File: src/rtl/regbank_pkg.sv
// regbank_pkg: shared sizes for the register bank and the ALU control stage.
//   DATA_W   register width
//   ADDR_W   register index width
//   NUM_REGS number of architectural registers (R0..R15)
//   PC_IDX   index of the program counter register (R15)
package regbank_pkg;

  localparam int DATA_W   = 32;
  localparam int ADDR_W   = 4;
  localparam int NUM_REGS = 16;

  localparam logic [ADDR_W-1:0] PC_IDX = 4'd15;

  typedef logic [DATA_W-1:0] word_t;
  typedef logic [ADDR_W-1:0] addr_t;

endpackage

File: src/rtl/register_bank_pc_counter.sv
// pc_counter: holds R15 (the program counter) and its next-value logic.
//   clk, rst_n  clock and asynchronous active-low reset (loads RESET_PC)
//   wr_en       register write strobe from the bank write port
//   wr_addr     write index; only index PC_IDX affects this block
//   wr_data     write data
//   pc_inc      advance the PC by PC_STEP this cycle
//   pc          current PC value
// A write to R15 wins over an increment in the same cycle.
module pc_counter
  import regbank_pkg::*;
#(
  parameter word_t RESET_PC = 32'h0000_0000,
  parameter int    PC_STEP  = 4
) (
  input  logic  clk,
  input  logic  rst_n,
  input  logic  wr_en,
  input  addr_t wr_addr,
  input  word_t wr_data,
  input  logic  pc_inc,
  output word_t pc
);

  logic wr_hit;

  assign wr_hit = wr_en && (wr_addr == PC_IDX);

  // The addition is naturally modulo 2^32, so the PC wraps past 0xFFFF_FFFC.
  always_ff @(posedge clk or negedge rst_n) begin
    if (!rst_n) begin
      pc <= RESET_PC;
    end else if (wr_hit) begin
      pc <= wr_data;
    end else if (pc_inc) begin
      pc <= pc + word_t'(PC_STEP);
    end
  end

endmodule

File: src/rtl/register_bank.sv
// register_bank: 16 x 32-bit register file (R15 = PC) with registered Z/N flags.
//   clk, rst_n            clock and asynchronous active-low reset
//   rh_addr / rh_value    read port A (ALU A operand), combinational
//   ro_addr / ro_value    read port B (ALU B operand), combinational
//   wr_en, wr_addr,
//   wr_data               synchronous write port
//   pc_inc                advance R15 by PC_STEP
//   pc_value              current R15
//   flags_we, zero_in,
//   negative_in           flag capture strobe and ALU flag inputs
//   flag_z, flag_n        registered condition flags
// Optional build macro REGBANK_BYPASS_EN: a read port addressing the register
// being written this cycle returns wr_data (write-through, R15 included).
// Without it, such a read returns the stored (pre-write) value.
module register_bank
  import regbank_pkg::*;
#(
  parameter word_t RESET_PC = 32'h0000_0000,
  parameter int    PC_STEP  = 4
) (
  input  logic  clk,
  input  logic  rst_n,
  input  addr_t rh_addr,
  input  addr_t ro_addr,
  output word_t rh_value,
  output word_t ro_value,
  input  logic  wr_en,
  input  addr_t wr_addr,
  input  word_t wr_data,
  input  logic  pc_inc,
  input  logic  flags_we,
  input  logic  zero_in,
  input  logic  negative_in,
  output word_t pc_value,
  output logic  flag_z,
  output logic  flag_n
);

  // R0..R14; R15 lives in pc_counter.
  word_t gpr [NUM_REGS-1];
  word_t pc_q;
  word_t rh_stored;
  word_t ro_stored;

  pc_counter #(
    .RESET_PC (RESET_PC),
    .PC_STEP  (PC_STEP)
  ) u_pc_counter (
    .clk     (clk),
    .rst_n   (rst_n),
    .wr_en   (wr_en),
    .wr_addr (wr_addr),
    .wr_data (wr_data),
    .pc_inc  (pc_inc),
    .pc      (pc_q)
  );

  always_ff @(posedge clk or negedge rst_n) begin
    if (!rst_n) begin
      for (int i = 0; i < NUM_REGS - 1; i++) begin
        gpr[i] <= '0;
      end
    end else if (wr_en && (wr_addr != PC_IDX)) begin
      gpr[wr_addr] <= wr_data;
    end
  end

  always_ff @(posedge clk or negedge rst_n) begin
    if (!rst_n) begin
      flag_z <= 1'b0;
      flag_n <= 1'b0;
    end else if (flags_we) begin
      flag_z <= zero_in;
      flag_n <= negative_in;
    end
  end

  always_comb begin
    rh_stored = '0;
    ro_stored = '0;
    if (rh_addr == PC_IDX) rh_stored = pc_q;
    else                   rh_stored = gpr[rh_addr];
    if (ro_addr == PC_IDX) ro_stored = pc_q;
    else                   ro_stored = gpr[ro_addr];
  end

`ifdef REGBANK_BYPASS_EN
  // Forwarding is suppressed during reset so the read ports show the cleared state.
  assign rh_value = (rst_n && wr_en && (wr_addr == rh_addr)) ? wr_data : rh_stored;
  assign ro_value = (rst_n && wr_en && (wr_addr == ro_addr)) ? wr_data : ro_stored;
`else
  assign rh_value = rh_stored;
  assign ro_value = ro_stored;
`endif

  assign pc_value = pc_q;

endmodule
File: config.mk
export PLATFORM = sky130hd
export DESIGN_NAME = register_bank
export DESIGN_NICKNAME = d
export VERILOG_FILES = /design/src/rtl/regbank_pkg.sv /design/src/rtl/register_bank_pc_counter.sv /design/src/rtl/register_bank.sv
export SDC_FILE = /design/constraint.sdc
export NUM_CORES = 1
export LEC_CHECK = 0
export CORE_AREA = 10 10 262 264
export CTS_CLUSTER_DIAMETER = 30
export CTS_CLUSTER_SIZE = 24
export DETAILED_ROUTE_END_ITERATION = 8
export DIE_AREA = 0 0 272 274
export GPL_ROUTABILITY_DRIVEN = 0
export PLACE_DENSITY_LB_ADDON = 0.25
export SLEW_MARGIN = 20
export SYNTH_ARGS = -nofsm -noshare
export SYNTH_HDL_FRONTEND = slang
export SYNTH_SLANG_ARGS = --single-unit
File: constraint.sdc
create_clock -name clk -period 4.95 [get_ports clk]
set_input_delay 0.99 -clock clk [delete_from_list [all_inputs] [get_ports clk]]
set_output_delay 0.99 -clock clk [all_outputs]
set_load 0.05 [all_outputs]
==> impl_results.md <==
- Die height: 274 um
- Post-synth EDFFs: 0
- Antenna violations before repair: 5
- Cell taking the most area after synthesis: dfrtp_1
- Cell family with the largest share of critical-path delay: buffers and inverters
- Area share of and/or/nand/nor cells after synthesis: 5.26%
- Largest net degree at the start of global routing: 114
- Crit-path cells: buf_4, buf_4, nand2b_1, buf_4, o22ai_1, nor3_1, a221o_1, buf_12
- Die width: 272 um
- Routed len/inst: 28.5 um
- Final setup violation count: 0
- Clock net sink count: 514
- Fin Setup TNS: 0 ns
- Mux cell area share after synthesis: 37.8%
- First-pass GRT wire length: 142000 um
- CTS Buffer Depth: 3
- Logic gate share of total power: 22.6%
- Total of max-cap violations: 0
- Status: complete, no violations
- Starting Density: 44.4%
- Global-route total usage across every layer: 25.0%
- Required @ worst endpoint: 3.96 ns
- RSZ-0062 raised after global routing: no
- Critical-path top delay cell: buf_4
- Hold Vio Cnt, Final: 0
- I/O Buffers: 148
- Dpl hpwl: 56200 um
- Post-DRT Antenna Nets: 0
- Std cell rows: 93
- Net Sw Frac: 29.5%
- Skew final: 0.0340 ns
- Hold Buf Count CTS: 0
- Worst path max stage delay: 0.46 ns
- Total CTS buffers: 120
- Critical-path maximum fanout: 29
- Main synth FF type: dfrtp_1
- P per Cell Area: 526 nW/um2
- Synth Area in XOR/XNOR: 0.868%
- VDD IR max: 0.000290 V
- Filler Cell Count: 5178
- Fraction of registers with async set/reset: 100%
- DRT iter0 DRCs: 1798
- Post-synth design cell area: 28300 um2
- PostCTS Resize Cnt: 0
- Most common cell in the synthesized netlist: mux2_2
- GR Overflow Total: 0
- Crit path kind: in2out
- Sequential share of the synthesized area: 45.5%
- Final setup margin: 0.596 ns
- Slew Limit Headroom: 31.7%
- Min-delay worst type: in2async
- Fmax: 230 MHz
- Int Pwr: 13.1 mW
- Vias in the first global route: 21.8k
- Drt pass-1 iters: 5
- Vias: 20.6k
- CP bufs+invs: 4
- LEAKAGE: 14.8 nW
- #FFs+latches synth: 514
- Vias per inst: 6.27
- Synthesized Nets: 2257
- # nets final: 2384
- IO Pins: 149
- Largest family of logic cells by synthesized area: multiplexers
- Storage element area: 12900 um2
- Tcrit/Tclk final: 88.0%
- DRC viols: 0
- Worst setup EP type: output pin
- Clock network power share: 44.5%
- Synth Area in Compound Gates: 6.71%
- Worst-Skew Late Latency: 0.68 ns
- Synthesis warning total: 0
- Min Hold Slack: 0.338 ns
- Distinct cells, synth: 52
- CP Launch Type: input pin
- Synth top area cells: dfrtp_1, mux2_2, mux4_2, mux2i_1, o21ai_0
- Minimum clock period: 4.35 ns
- Most frequent cells after synthesis: mux2_2, dfrtp_1, mux4_2, nand2_1, o21ai_0
- Final wirelength: 93900 um
- Post-CTS Setup Inserts: 0
- Area Overhead vs Synth: 25.4%
- Fin. max-slew vios: 0
- Layout cells sized above 1: 44.1%
- DIE AREA: 74500 um2
- Least-Margin Pin Slew: 1.02 ns
- Core area: 63600 um2
- Avg Inst Size Synth: 12.8 um2
- CP most frequent cell: buf_4
- Reg power frac: 32.9%
- Clock root cell: clkbuf_16
- Adder-cell share of the synthesized area: 0.0443%
- Worst slack at placement: 0.714 ns
- Sw power: 5.51 mW
- Arrival @ worst endpoint: 3.36 ns
- Mapped Cells: 2205
- Share of the synthesized area in the top cell type: 45.5%
- CTS H-tree depth: 3
- Clock transition at the registers of the reported paths: 0.04 ns
- Multi-input logic area: 14400 um2
- CTS tree: built
-- power by group through the flow --
| stage | sequential, mW | clock (mW) | combinational (mW) |
|---|---|---|---|
| after CTS | 6.11 | 8.37 | 4.22 |
| after detailed placement | 6.16 | 0 | 4.20 |
| after global routing | 6.26 | 8.61 | 4.47 |
| after floorplan | 6.03 | 0 | 2.73 |
| final | 6.13 | 8.29 | 4.21 |
| after global placement | 6.08 | 0 | 4.11 |
-- cells in the final DEF (no fill, tap or decap), types with 24 or more instances in the layout --
master / count
a21oi_1: 47
nor3_1: 37
buf_4: 62
o211ai_1: 24
o22ai_1: 45
a221o_1: 27
dfrtp_1: 514
clkdlybuf4s50_1: 77
o21ai_0: 124
buf_12: 69
mux2i_1: 112
nand2_1: 125
mux2_2: 548
clkbuf_8: 26
mux4_2: 147
nor2_1: 59
clkbuf_16: 120
-- path summary, 6_finish.rpt --
check / end / slack [ns] / cells past startpoint / from
min in group clk: flag_z$_DFFE_PN0P_ / 0.50 / 1 / flag_z$_DFFE_PN0P_
setup / recovery: ro_value[21] / 0.60 / 8 / ro_addr[2]
setup reg to reg: u_pc_counter.pc[22]$_DFFE_PN0P_ / 2.39 / 6 / u_pc_counter.pc[2]$_DFFE_PN0P_
max in group asynchronous: gpr[352]$_DFFE_PN0P_ / 3.27 / 2 / rst_n
hold / removal: flag_n$_DFFE_PN0P_ / 0.34 / 1 / rst_n
hold reg to reg: flag_z$_DFFE_PN0P_ / 0.50 / 1 / flag_z$_DFFE_PN0P_
-- routing by layer --
| layer | vias up | global-route usage (%) | routed length, um | part of all wire (%) |
|---|---|---|---|---|
| met5 | - | 0 | 29 | 0.031 |
| met4 | 4 | 9.15 | 3180 | 3.4 |
| met3 | 217 | 5.66 | 8050 | 8.6 |
| met2 | 1005 | 39.5 | 43700 | 47 |
| met1 | 10800 | 33.5 | 38900 | 41 |
| li1 | 8579 | - | - | - |
-- cell type report --
class / instances / share of cell area [%]
antenna: 1 / 0.00706
sequential: 514 / 36.3
clock inverter: 67 / 2.57
clock buffer: 159 / 9.60
timing repair buffer: 213 / 7.56
inverter: 18 / 0.191
multi-input combinational: 1465 / 40.7
tap: 855 / 3.02
-- stage by stage --
| stage | cell area [um2] | total power [mW] | utilization [%] | cells |
|---|---|---|---|---|
| floorplan | 28300 | 8.76 | - | 2205 |
| CTS | 35400 | 18.7 | 55.6 | 3291 |
| global placement | 31100 | 10.2 | 48.9 | 3065 |
| detailed placement | 31100 | 10.4 | 48.9 | 3065 |
| finish | 35400 | 18.6 | 55.7 | 3292 |
| global route | 35400 | 19.3 | 55.7 | 3292 |
-- registers in the layout, summed over array words and instances (netlist names) --
register,cells
gpr,480
flag_n,1
u_pc_counter.pc,32
flag_z,1
-- cell families after synthesis --
family	after synthesis
flip-flops	514
AO/OA/AOI/OAI	306
buffers and inverters	226
XOR/XNOR	28
adder cells (fa/ha/maj)	1
AND/OR/NAND/NOR	315
multiplexers	815
(Power assumes the default switching activity.)
